## config.mk

```make
export PLATFORM = sky130hd
export DESIGN_NAME = i2s_target_if
export DESIGN_NICKNAME = d
export VERILOG_FILES = /design/src/rtl/i2s_target_if.sv
export SDC_FILE = /design/constraint.sdc
export NUM_CORES = 1
export LEC_CHECK = 0
export CORE_MARGIN = 3
export CORE_UTILIZATION = 45
export DETAILED_ROUTE_END_ITERATION = 6
export PLACE_DENSITY = 0.82
export SLEW_MARGIN = 20
export SYNTH_ARGS = -nofsm -noshare
export SYNTH_HDL_FRONTEND = slang
export SYNTH_SLANG_ARGS = --single-unit
```

## constraint.sdc

```tcl
create_clock -name clk -period 3.9 [get_ports clk]
set_input_delay 0.78 -clock clk [delete_from_list [all_inputs] [get_ports clk]]
set_output_delay 0.78 -clock clk [all_outputs]
set_load 0.03 [all_outputs]
```

## src/rtl/i2s_target_if.sv

```systemverilog
// -----------------------------------------------------------------------------
// i2s_target_if
//
// I2S target (codec-side) engine.
// - Takes SCLK/LRCLK from an external I2S controller.
// - Deserialises SDIN into per-channel samples.
// - Serialises per-channel samples onto SDOUT.
// All logic runs on clk. The I2S pins are oversampled, so clk must be at
// least 8x the SCLK frequency.
//
// Framing is standard I2S (Philips) with a one-SCLK data delay after each
// LRCLK change:
// - The rising SCLK that first sees a new LRCLK level is called R0.
// - The bit sampled at R0 is still the LSB of the previous slot.
//
// Ports
//   clk, rst              system clock; synchronous active-high reset
//   i2s_sclk/lrclk/sdin   controller-driven I2S pins (asynchronous to clk)
//   i2s_sdout             serial data back to the controller
//   rx_data / rx_vld      last received sample; one-hot per-channel pulse
//   tx_din0 / tx_din1     samples to transmit on channel 0 / channel 1
//   tx_ack                per-channel pulse: that tx_din has been latched
//   err_clr / frame_err   clear / sticky short-slot flag
//   active                framing locked
//   loopback              (only with I2S_TGT_LOOPBACK_EN) echo RX samples
//
// Build option
//   Define I2S_TGT_LOOPBACK_EN to add the loopback input. While loopback is
//   high, each TX slot reloads the last sample received on the same channel
//   instead of tx_din0/tx_din1.
// -----------------------------------------------------------------------------
module i2s_target_if #(
  parameter int DATA_W      = 24,
  parameter int SLOT_W      = 32,
  parameter int SYNC_STAGES = 2
) (
  input  logic              clk,
  input  logic              rst,
  input  logic              i2s_sclk,
  input  logic              i2s_lrclk,
  input  logic              i2s_sdin,
  output logic              i2s_sdout,
  output logic [DATA_W-1:0] rx_data,
  output logic [1:0]        rx_vld,
  input  logic [DATA_W-1:0] tx_din0,
  input  logic [DATA_W-1:0] tx_din1,
  output logic [1:0]        tx_ack,
  input  logic              err_clr,
  output logic              frame_err,
  output logic              active
`ifdef I2S_TGT_LOOPBACK_EN
  ,
  input  logic              loopback
`endif
);

  localparam int CNT_W = $clog2(SLOT_W + 1);
  localparam int TXC_W = $clog2(DATA_W + 1);
  localparam logic [CNT_W-1:0] CNT_MAX  = CNT_W'(SLOT_W - 1);
  localparam logic [CNT_W-1:0] CNT_LAST = CNT_W'(DATA_W - 1);
  localparam logic [CNT_W-1:0] CNT_DATA = CNT_W'(DATA_W);
  localparam logic [TXC_W-1:0] TX_DONE  = TXC_W'(DATA_W);

  typedef enum logic {SEEK, ACTIVE} state_t;

  // Pin synchronisers plus one history flop on SCLK.
  // These flops are pure pin delay and carry no state, so they are not reset.
  logic [SYNC_STAGES-1:0] sclk_sync_q;
  logic [SYNC_STAGES-1:0] lr_sync_q;
  logic [SYNC_STAGES-1:0] din_sync_q;
  logic                   sclk_hist_q;

  always_ff @(posedge clk) begin
    sclk_sync_q <= {sclk_sync_q[SYNC_STAGES-2:0], i2s_sclk};
    lr_sync_q   <= {lr_sync_q[SYNC_STAGES-2:0], i2s_lrclk};
    din_sync_q  <= {din_sync_q[SYNC_STAGES-2:0], i2s_sdin};
    sclk_hist_q <= sclk_sync_q[SYNC_STAGES-1];
  end

  logic sclk_s, lr_s, din_s, rise, fall;
  assign sclk_s = sclk_sync_q[SYNC_STAGES-1];
  assign lr_s   = lr_sync_q[SYNC_STAGES-1];
  assign din_s  = din_sync_q[SYNC_STAGES-1];
  assign rise   = sclk_s & ~sclk_hist_q;
  assign fall   = ~sclk_s & sclk_hist_q;

  // Framing / datapath state
  state_t             state_q;
  logic               active_q;
  logic               lr_prev_q;   // LRCLK level seen at the previous rising strobe
  logic               lr_seen_q;   // lr_prev_q holds a real sample
  logic               ch_q;        // channel of the slot being received
  logic [CNT_W-1:0]   bit_cnt_q;
  logic [CNT_W-1:0]   bit_cnt_d;
  logic [DATA_W-2:0]  rx_sr_q;     // the newest bit is appended on capture
  logic [DATA_W-1:0]  rx_word;
  logic [DATA_W-1:0]  rx_data_q;
  logic [1:0]         rx_vld_q;
  logic [DATA_W-1:0]  tx_sr_q;
  logic [TXC_W-1:0]   tx_cnt_q;    // bits already driven in this slot
  logic               sdout_q;
  logic [1:0]         tx_ack_q;
  logic               frame_err_q;
  logic [DATA_W-1:0]  tx_new;

  logic lr_chg, cap_bit, last_bit, short_slot;

  always_comb begin
    lr_chg     = lr_seen_q && (lr_s != lr_prev_q);
    cap_bit    = (bit_cnt_q < CNT_DATA);
    last_bit   = (bit_cnt_q == CNT_LAST);
    // The R0 bit still counts toward the closing slot. The slot is short if
    // even that bit leaves it below DATA_W bits.
    short_slot = (bit_cnt_q < CNT_LAST);
    rx_word    = {rx_sr_q, din_s};
    bit_cnt_d  = (bit_cnt_q == CNT_MAX) ? bit_cnt_q : bit_cnt_q + CNT_W'(1);
  end

`ifdef I2S_TGT_LOOPBACK_EN
  logic [DATA_W-1:0] lb0_q;
  logic [DATA_W-1:0] lb1_q;
  assign tx_new = loopback ? (lr_s ? lb1_q : lb0_q)
                           : (lr_s ? tx_din1 : tx_din0);
`else
  assign tx_new = lr_s ? tx_din1 : tx_din0;
`endif

  always_ff @(posedge clk) begin
    if (rst) begin
      state_q     <= SEEK;
      active_q    <= 1'b0;
      lr_prev_q   <= 1'b0;
      lr_seen_q   <= 1'b0;
      ch_q        <= 1'b0;
      bit_cnt_q   <= '0;
      rx_sr_q     <= '0;
      rx_data_q   <= '0;
      rx_vld_q    <= '0;
      tx_sr_q     <= '0;
      tx_cnt_q    <= TX_DONE;
      sdout_q     <= 1'b0;
      tx_ack_q    <= '0;
      frame_err_q <= 1'b0;
`ifdef I2S_TGT_LOOPBACK_EN
      lb0_q       <= '0;
      lb1_q       <= '0;
`endif
    end else begin
      rx_vld_q <= '0;
      tx_ack_q <= '0;
      // A clear is overridden by a set further down in the same clk.
      if (err_clr) frame_err_q <= 1'b0;
      if (rise) begin
        lr_prev_q <= lr_s;
        lr_seen_q <= 1'b1;
      end

      case (state_q)
        SEEK: begin
          // The first LRCLK change opens the first complete slot.
          // No closing slot exists yet, so no error check is made here.
          if (rise && lr_chg) begin
            state_q      <= ACTIVE;
            active_q     <= 1'b1;
            ch_q         <= lr_s;
            bit_cnt_q    <= '0;
            tx_sr_q      <= tx_new;
            tx_cnt_q     <= '0;
            tx_ack_q[lr_s] <= 1'b1;
          end
        end

        ACTIVE: begin
          if (rise) begin
            if (cap_bit) rx_sr_q <= rx_word[DATA_W-2:0];
            if (last_bit) begin
              rx_data_q      <= rx_word;
              rx_vld_q[ch_q] <= 1'b1;
`ifdef I2S_TGT_LOOPBACK_EN
              if (ch_q) lb1_q <= rx_word;
              else      lb0_q <= rx_word;
`endif
            end
            if (lr_chg) begin
              if (short_slot) frame_err_q <= 1'b1;
              ch_q           <= lr_s;
              bit_cnt_q      <= '0;
              tx_sr_q        <= tx_new;
              tx_cnt_q       <= '0;
              tx_ack_q[lr_s] <= 1'b1;
            end else begin
              bit_cnt_q <= bit_cnt_d;
            end
          end

          // The first falling strobe after R0 drives the MSB. Once DATA_W
          // bits are out, the line idles low until the next reload.
          if (fall) begin
            if (tx_cnt_q != TX_DONE) begin
              sdout_q  <= tx_sr_q[DATA_W-1];
              tx_sr_q  <= {tx_sr_q[DATA_W-2:0], 1'b0};
              tx_cnt_q <= tx_cnt_q + TXC_W'(1);
            end else begin
              sdout_q  <= 1'b0;
            end
          end
        end

        default: state_q <= SEEK;
      endcase
    end
  end

  assign i2s_sdout = sdout_q;
  assign rx_data   = rx_data_q;
  assign rx_vld    = rx_vld_q;
  assign tx_ack    = tx_ack_q;
  assign frame_err = frame_err_q;
  assign active    = active_q;

endmodule

```

==> flow_summary.toml, run 1 <==
[critical_path]
required_ns = 3.12
crit_slowest_cell = "clkdlybuf4s50_1"
crit_chain = "clkdlybuf4s50_1"
cp_slowest_stage_delay_ns = 0.68
startpoint = "i2s_sdout"
path_delay_family = "buffers and inverters"
worstPathMaxFanout = 2
r2r_cells = 4
path_buf_inv = 1
criticalPathCategory = "reg -> out"
critPathArrivalTime_ns = 1.42
path_depth = 1
crit_path_end_kind = "primary output"
rrSetupSlack_ns = 1.87
startpoint_type = "flip-flop"
timing.rr.end = "tx_sr_q[2]"
r2r-start = "lr_prev_q"
cp-endpoint = "i2s_sdout"

[clocking]
root_buffer = "clkbuf_8"
worst_skew_pair.late_latency_ns = 0.37
cts_setup_buffers = 0
cts_buffer_depth = 2
cts_tree = "done"
cts_buffers = 9
clk_transition_reported_paths_ns = 0.10
h-tree-depth = 3
cts_hold_buf = 0
clock_sinks = 100
post_cts_resized = 0

[layout]
nNetsFinal = 589
layout-drive-gt1-share_pct = 5.77
multiInputGateArea_mm2 = 0.00216
diodes = 0
fill_cells = 860
syn_to_final_growth_pct = 24.3
layoutNonFillerInstCount = 666
postLayoutCoreUtil_pct = 58.2
seq_area_mm2 = 0.00200

[timing]
period_minus_slack_ns = 2.20
setup_viol = 0
report.final.slew_viol_count = 0
fin_crit_sh_pct = 56.4
finalHoldViolations = 0
fmax_mhz = 455
tightestPinTransition_ns = 0.994
finalSetupTns_ns = 0
rsz0062_at_grt = "no"
relSlewSlack_pct = 33.7
skew_ns = 0.0135

[synthesis]
netlist_area_mm2 = 0.00439
synth_seq_cells = 100
synth.yosys.warnings = 0
syn_nets = 529
synth_edf_count = 0
synth.distinct_cells = 53
synth-seq-area-share_pct = 45.6
syn_avg_cell_area_um2 = 9.29
async_flop_share_pct = 0
syn_inst = 472
synthFlopType = "dfxtp_1"

[drt]
vias_per_cell = 5.51
wire_per_inst_um = 13.8
ant_nets = 0
wl_um = 9220
drtPass1Iterations = 4
vias = 3669
drcViolationCount = 0
drt_iter0_drc = 227

[pwr]
ir_drop_mv = 0.212
leakagePower_uw = 0.00188
power.density_mw_per_mm2 = 339

[floorplanning]
dieArea_mm2 = 0.0110
die_y_um = 105
ios = 85
core_area_mm2 = 0.00937
start_util_pct = 46.8
die_w_um = 105
rows = 35

[grt]
grt_pass1_vias = 3447
grt_max_degree = 85
overflow = 0
grt.total_usage_pct = 16.6
antenna_found_initial = 0
grt_pass1_wl_um = 15500

[hold_path]
hp-class = "reg -> reg"

[placement]
gp_congestion = 0.801
dp_hpwl_um = 6290
dp.cells = 650
port_buffers = 84

[outcome]
run_status = "finished clean"

[flow_run]
max_cap_violations = 0
[flip-flops by register name, indices dropped and copies added (netlist names), 5 cells and up]
| register | flops |
|---|---|
| bit_cnt_q | 6 |
| rx_data | 24 |
| rx_sr_q | 23 |
| tx_cnt_q | 5 |
| tx_sr_q | 24 |
[worst min path at each step]
stage | startpoint | endpoint | slack (ns) | depth (start not counted)
2_1_floorplan | din_sync_q[0] | din_sync_q[1] | 0.31 | 0
3_3_place_gp | lr_sync_q[0] | lr_sync_q[1] | 0.31 | 0
3_5_place_dp | din_sync_q[0] | din_sync_q[1] | 0.31 | 0
4_1_cts | din_sync_q[0] | din_sync_q[1] | 0.34 | 0
5_1_grt | sclk_sync_q[0] | sclk_sync_q[1] | 0.35 | 0
6_report | din_sync_q[0] | din_sync_q[1] | 0.34 | 0
[metrics by stage]
step / hold slack, ns / total power [µW] / cell area [µm²] / worst slack, ns
3_5_place_dp: 0.315 / 1200 / 5250 / 1.71
3_3_place_gp: 0.314 / 1200 / 5250 / 1.80
4_1_cts: 0.338 / 1860 / 5450 / 1.69
5_1_grt: 0.351 / 1920 / 5450 / 1.64
6_report: 0.336 / 1850 / 5450 / 1.70
2_1_floorplan: 0.310 / 1130 / 4390 / 2.09
[report_power, final]
group	total, µW	internal (µW)	switching (µW)
sequential	1040	1030	6.46
clock	671	307	364
combinational	139	74.2	65.0
total	1850	1410	435
[cells by family (layout without fill, tap and decap cells)]
group,Yosys count,count (layout),share of synthesized area [%]
muxes,50,50,11.4
DFF,100,100,45.6
AOI/OAI and AO/OA,100,100,15.8
xor gates and xnor gates,1,1,0.371
and+or+nand+nor,167,167,20.9
buffers and inverters,51,116,5.05
adders and majority gates,3,3,0.856
[worst reg2reg max path: stages (launching register included)]
cell	delay, ns
dfxtp_1	0.40
xnor2_2	0.12
buf_4	0.33
a2bb2oi_2	0.80
a221o_1	0.31
[Yosys cell counts (2+ instances only)]
cell type / count / area, µm²
nand3b_1: 3 / 22.5
clkbuf_1: 25 / 93.8
and3_1: 4 / 25.0
buf_6: 2 / 22.5
a41o_1: 2 / 20.0
inv_1: 8 / 30.0
mux2i_1: 50 / 500
a211oi_1: 2 / 15.0
nand2b_1: 2 / 12.5
nand2_1: 53 / 199
o21ai_0: 25 / 125
buf_2: 8 / 40.0
a221o_1: 23 / 230
nor4_1: 27 / 169
dfxtp_1: 100 / 2000
nor2b_1: 24 / 150
a2111oi_0: 2 / 17.5
nor3_1: 5 / 25.0
o211ai_1: 3 / 22.5
buf_1: 5 / 18.8
and4_1: 2 / 17.5
nor2_1: 8 / 30.0
nand3_1: 25 / 125
a21oi_1: 31 / 155
ha_1: 3 / 37.5
and3b_1: 3 / 26.3
[layout by cell type (no fill, tap or decap), types with 2 or more instances in the layout]
| master | n |
|---|---|
| dfxtp_1 | 100 |
| clkdlybuf4s50_1 | 83 |
| nand2_1 | 53 |
| mux2i_1 | 50 |
| a21oi_1 | 31 |
| nor4_1 | 27 |
| nand3_1 | 25 |
| o21ai_0 | 25 |
| nor2b_1 | 24 |
| a221o_1 | 23 |
| clkbuf_8 | 9 |
| inv_1 | 8 |
| nor2_1 | 8 |
| buf_4 | 7 |
| nor3_1 | 5 |
| inv_6 | 5 |
| and3_1 | 4 |
| and3b_1 | 3 |
| nand3b_1 | 3 |
| o211ai_1 | 3 |
| ha_1 | 3 |
| nand2b_1 | 2 |
| a41o_1 | 2 |
| and4_1 | 2 |
| a2111oi_0 | 2 |
| a211oi_1 | 2 |
[per-layer routing]
layer	vias to the layer above	GRT usage (%)	routed length, µm
met5	-	0	0
met1	1721	20.6	4150
met3	13	4.26	426
li1	1850	-	-
met2	85	28.0	4500
met4	0	6.09	148
[cell type report]
type	instances	share of cell area [%]
clock buffer	9	2.27
multi-input combinational	321	39.7
inverter	9	0.620
sequential	100	36.7
clock inverter	7	1.45
tap	129	2.96
timing repair buffer	91	16.3
Note: power is estimated with default switching activity, not from simulation.
==> run 2, diff against run 1 <==
Settings changed: PLACE_DENSITY 0.82 to 0.85.
Clock period 3.9 ns to 2 ns, I/O delays scaled along.
==> run 2 against run 1 <==
Against the previous run:
- global-route usage up 0.26 points
- clock power rose by 110%
- combinational power is 100% higher
- worst setup slack got worse by 1.5 ns
- clock-buffer cell count unchanged
- flip-flop and latch count did not move
- register-to-register slack lost 1.6 ns
- largest cell class unchanged
==> flow_summary.toml, run 2 (synthesis gave the netlist of run 1 again) <==
[outcome]
run_status = "finished clean"

[clocking]
cts_tree = "done"
worst_skew_pair.late_latency_ns = 0.38
h-tree-depth = 3
root_buffer = "clkbuf_8"
cts_buffers = 9
cts_setup_buffers = 0
cts_buffer_depth = 2
clk_transition_reported_paths_ns = 0.11
clock_sinks = 100

[drt]
wire_per_inst_um = 13.9
ant_nets = 0
wl_um = 9330
drtPass1Iterations = 5
vias_per_cell = 5.57
vias = 3740
drcViolationCount = 0
drt_iter0_drc = 231

[timing]
tightestPinTransition_ns = 0.626
setup_slack_ns = 0.156
setup_viol = 0
finalHoldViolations = 0
fin_crit_sh_pct = 92.2
period_minus_slack_ns = 1.84
skew_ns = 0.0160
fmax_mhz = 542
report.final.slew_viol_count = 0
finalSetupTns_ns = 0
relSlewSlack_pct = 58.1
rsz0062_at_grt = "no"

[layout]
layout-drive-gt1-share_pct = 6.81
diodes = 0
final_common_cell = "dfxtp_1"
syn_to_final_growth_pct = 26.3
nNetsFinal = 595
final_cell_mix = "dfxtp_1 (100), clkdlybuf4s50_1 (83), nand2_1 (53), mux2i_1 (50), a21oi_1 (31)"

[critical_path]
path_depth = 1
path_delay_family = "buffers and inverters"
startpoint_type = "flip-flop"
crit_slowest_cell = "clkdlybuf4s50_1"
required_ns = 1.60
crit_path_end_kind = "primary output"
crit_chain = "clkdlybuf4s50_1"
r2r_cells = 5
r2r-start = "tx_cnt_q[0]"
criticalPathCategory = "reg -> out"
path_buf_inv = 1
rrSetupSlack_ns = 0.29
cp-endpoint = "active"
cp_slowest_stage_delay_ns = 0.69
startpoint = "active"
timing.rr.end = "tx_sr_q[19]"
worstPathMaxFanout = 2
critPathArrivalTime_ns = 1.44

[floorplanning]
die_w_um = 105
rows = 35
start_util_pct = 46.8
core_area_mm2 = 0.00937
ios = 85
dieArea_mm2 = 0.0110
die_y_um = 105

[grt]
grt_max_degree = 62
overflow = 0
grt.total_usage_pct = 16.9
grt_pass1_vias = 3517
grt_pass1_wl_um = 15800
antenna_found_initial = 0

[placement]
preCtsSetupSlack_ns = 0.0675
port_buffers = 84
gp_congestion = 0.774
dp_hpwl_um = 6420

[flow_run]
max_cap_violations = 0

[pwr]
ir_drop_mv = 0.385
power.density_mw_per_mm2 = 667
leakagePower_uw = 0.00193
p_total_uw = 3700

[hold_path]
hp-class = "reg -> reg"
[run 2: cell count changes in the layout (fill, tap and decap cells not counted), sizes merged]
cell | previous run | this run
buf | 8 | 14
clkinv | 2 | 3
inv | 13 | 12
[run 2: area by class of cell]
cell class,count,area (µm²)
clock inverter,7,100
timing repair buffer,97,946
clock buffer,9,124
tap,129,161
multi-input combinational,321,2170
fill,826,3830
inverter,9,33.8
sequential,100,2000
[run 2: worst min-delay path by stage]
stage | end | from | slack [ns] | cells past startpoint
detailed placement | din_sync_q[1] | din_sync_q[0] | 0.32 | 0
global route | sclk_sync_q[1] | sclk_sync_q[0] | 0.35 | 0
global placement | din_sync_q[1] | din_sync_q[0] | 0.32 | 0
CTS | sclk_sync_q[1] | sclk_sync_q[0] | 0.34 | 0
floorplan | din_sync_q[1] | din_sync_q[0] | 0.31 | 0
finish | sclk_sync_q[1] | sclk_sync_q[0] | 0.34 | 0
[run 2: timing repair]
item,4_1_cts,5_1_grt
endpoints found under the setup margin,0,25
gates resized for setup,0,1
hold buffers,0,0
[run 2: metal layers]
metal	track usage (%)	vias up	share of wire, %
li1	-	1862	-
met1	21.0	1752	45
met2	28.9	117	49
met3	4.63	9	5.5
met4	4.40	0	1.1
met5	0	-	0
[run 2: through the flow]
stage                     cells  hold WS [ns]  util [%]  instance area, µm²
after floorplan             472         0.310         -                4390
after global placement      656         0.319      56.6                5310
after detailed placement    656         0.322      56.6                5310
after CTS                   672         0.344      59.0                5530
after global routing        672         0.346      59.1                5540
final                       672         0.341      59.1                5540
[run 2: where the power goes]
part / internal (µW) / total [µW] / switching (µW)
clock network: 626 / 1390 / 766
logic: 152 / 283 / 131
registers: 2010 / 2020 / 13.2
total: 2790 / 3700 / 910
==> RTL change 1 (flow settings as in run 2) <==
The parameter `DATA_W` goes from 24 to 28.
--- a/src/rtl/i2s_target_if.sv
+++ b/src/rtl/i2s_target_if.sv
@@ -31,5 +31,5 @@
 // -----------------------------------------------------------------------------
 module i2s_target_if #(
-  parameter int DATA_W      = 24,
+  parameter int DATA_W      = 28,
   parameter int SLOT_W      = 32,
   parameter int SYNC_STAGES = 2
Interface: changed (resized rx_data, tx_din0 and tx_din1); port bits go from 85 to 97. The function was not compared with the original's and may differ.
==> RTL change 1 against run 2 <==
Non-clock buffer count is 10 higher. Total power is 4.2% higher. Via count is 2.1% higher. Critical path type unchanged. Die area is 3.1% higher. Sequential cell count is 12 higher. Synthesized cell count is 9.5% higher. Routed wire length is 9.7% higher. Clock skew is 0.00084 ns lower. Cell area is 3.6% higher. Highest routed layer unchanged. Critical endpoint is now rx_data[27]. Worst hold slack better by 0.00050 ns. Setup slack better by 0.0088 ns. Area after synthesis is 3.3% higher. Combinational power is 3% lower.
==> RTL change 1: results (changes against run 2) <==
outcome=finished clean; Min Hold Slack=0.342 ns (+0.000503 ns); die area=11,300 um2 (+3.1%); hold wc startpoint=din_sync_q[0]$_DFF_P_; Worst Hold Path EP=din_sync_q[1]$_DFF_P_; IO buf count=96 (+14%); met3 wire length=704 um (+38%); global-route wire length before repair=16,700 um (+6.1%); Worst slew margin=0.662 (+0.0809); met2 Use GR=0.298 (+0.00855); GPL Wtd Cong=0.797 (+3.0%); non-clk buf share=0.186 (+0.0150); largest net degree at the start of global routing=60 (-3.2%); LEAKAGE=1.91 nW (-0.81%); worst setup path end=rx_data[27]; Critical R2R Capture=tx_sr_q[14]$_SDFFE_PP0P_; Post-synth top cells=nand2_1, dfxtp_1, a21oi_1; placed inst area=5540 um2 (+4.5%); met2 wire length=4780 um (+5.3%); sequential cell area=2240 um2 (+12%); syn_nets=582 (+10%); Avg Inst Size Synth=8.77 um2 (-5.7%); count of multi-input gates=359 (+12%); final wirelength=10,200 um (+9.7%); Detail Placement HPWL=7040 um (+9.6%); synth top area cells=dfxtp_1, nand2_1, a21oi_1; Buffers, non-clock=107 (+10%); DR vias/cell=5.23 (-6.0%); clk tree area frac=0.0342 (-0.00619); met1 global-route usage=0.227 (+0.0169); All-Layer GR Usage=0.177 (+0.00801); final core utilization=0.604 (+0.0126); clk_skew=0.0152 ns (-0.000839 ns); met3 GRT Util=0.0419 (-0.00443); crit path launch=rx_data[27]$_SDFFE_PP0P_
-- RTL change 1: changes by cell type after synthesis, moves of 21 or more --
cell / change
nor4_1: -26
mux2_2: +28
o21ai_0: -23
nand3_1: -21
nand2_1: +91
nor2b_1: -23
a221o_1: -23
a22oi_1: +30
mux2i_1: -45
a21oi_1: +50
-- RTL change 1: cells by family after synthesis --
group / Yosys count / synth area share
buf+inv: 46 / 0.0536
compound gates: 131 / 0.175
mux: 33 / 0.0806
flops: 112 / 0.495
fa+ha+maj: 3 / 0.00828
simple gates: 190 / 0.182
xor+xnor: 2 / 0.00552
-- RTL change 1: power groups by stage --
stage                     Sequential (W)  Combinational, W  Clock, W
after floorplan                  0.00231          0.000128         0
after global placement           0.00232          0.000270         0
after detailed placement         0.00232          0.000272         0
after CTS                        0.00227          0.000276   0.00133
after global routing             0.00227          0.000294   0.00142
final                            0.00227          0.000274   0.00131
==> RTL change 2 (settings of run 2) <==
Without the edit above. Put one more register stage on the output `frame_err`, with the module's reset. The value now appears one clock later. The other outputs are not delayed to match.
--- a/src/rtl/i2s_target_if.sv
+++ b/src/rtl/i2s_target_if.sv
@@ -216,5 +216,11 @@
   assign rx_vld    = rx_vld_q;
   assign tx_ack    = tx_ack_q;
-  assign frame_err = frame_err_q;
+  always_ff @(posedge clk) begin
+    if (rst) begin
+      frame_err <= '0;
+    end else begin
+      frame_err <= frame_err_q;
+    end
+  end
   assign active    = active_q;
 
Formal check against the unedited RTL: not equivalent (Yosys sat finds a counterexample within 10 cycles, from zero or initial values and one cycle with rst high).
==> RTL change 2 against run 2 <==
Sequential cell count up 1. Cell count fell by 7.6%. Count of clock-buffer cells in the layout unchanged. Clock power shrank 16%. Setup slack improved by 0.044 ns. Area after synthesis fell by 6.0%. Synthesized cell count shrank 8.7%. Total power down 6.3%. Die area decreased by 5.6%. Routed wire length down 5.8%. Critical path depth stayed put. Via count shrank 12%. Cell area is 6.4% lower. Critical path type unchanged. Critical endpoint is now rx_data[11].
==> RTL change 2: results (changes against run 2) <==
global-route wire length before repair=14,800 um (-6.5%); largest net degree at the start of global routing=50 (-19%); clk_skew=0.0114 ns (-0.00462 ns); DR pass1 iterations=4 (-1); placed inst area=5010 um2 (-5.5%); synth top area cells=dfxtp_1, nand2_1, a21oi_1; critical path arrival=1.40 ns (-0.04 ns); Max rail drop VDD=0.315 mV (-18%); outcome=finished clean; clock power share=0.337 (-0.039); All-Layer GR Usage=0.177 (+0.00804); sequential cell area=2020 um2 (+1.0%); number of global-route vias before repair=3,350 (-4.7%); Yosys cell types=51 (-3.8%); R2R setup slack=0.25 ns (-0.04 ns); fraction of the yosys area taken by sequential cells=0.490 (+0.0338); fillcell total=724 (-12%); fin nets=565 (-5.0%); measured slew at the worst slew-check pin=0.743 ns (+0.116 ns); Starting DRT DRC Count=173 (-25%); worst r2r src=bit_cnt_q[0]$_SDFFE_PP0P_; layout cells sized above 1=0.125 (+0.0566); crit path launch=rx_data[11]$_SDFFE_PP0P_; routed len/inst=14.2 um (+2.0%); Reg2Reg Depth=6 (+1); DR vias/cell=5.27 (-5.2%); GPL Wtd Cong=0.834 (+7.7%); combinational power=0.000251 W (-11%); Clock Latency Late Sink=0.36 ns (-0.02 ns)
## RTL change 2: worst register-to-register path, delay by kind of cell, from the launching register on
family,cells,cell delay [ns]
flip-flops,1,0.39
multiplexers,1,0.24
AND/OR/NAND/NOR,3,0.51
buffers and inverters,1,0.25
adder cells (fa/ha/maj),1,0.25
## RTL change 2: logic make-up (layout without fill, tap and decap cells)
kind of cell | after synthesis | in the layout | synth area share
xor+xnor | 4 | 4 | 0.0121
fa+ha+maj | 3 | 3 | 0.00910
compound gates | 96 | 96 | 0.150
buf+inv | 37 | 119 | 0.0531
simple gates | 141 | 141 | 0.160
flops | 101 | 101 | 0.490
mux | 49 | 49 | 0.126
## RTL change 2: worst min-delay path by stage
stage | slack (ns) | from | cells past startpoint | end
after floorplan | 0.31 | din_sync_q[0]$_DFF_P_ | 0 | din_sync_q[1]$_DFF_P_
after global placement | 0.32 | din_sync_q[0]$_DFF_P_ | 0 | din_sync_q[1]$_DFF_P_
after detailed placement | 0.31 | din_sync_q[0]$_DFF_P_ | 0 | din_sync_q[1]$_DFF_P_
after CTS | 0.34 | din_sync_q[0]$_DFF_P_ | 0 | din_sync_q[1]$_DFF_P_
after global routing | 0.35 | din_sync_q[0]$_DFF_P_ | 0 | din_sync_q[1]$_DFF_P_
final | 0.33 | din_sync_q[0]$_DFF_P_ | 0 | din_sync_q[1]$_DFF_P_
## RTL change 2: metal layers
metal	GRT usage	wire length (um)	vias to the layer above
met5	0	0	-
met4	0.0644	24	0
met3	0.0427	409	2
met2	0.317	4530	89
met1	0.205	3820	1531
li1	-	-	1653
## RTL change 2: per-stage QoR
step / hold slack [ns] / power [W]
CTS: 0.338 / 0.00351
global placement: 0.315 / 0.00234
global route: 0.352 / 0.00360
finish: 0.335 / 0.00347
floorplan: 0.310 / 0.00222
detailed placement: 0.315 / 0.00234
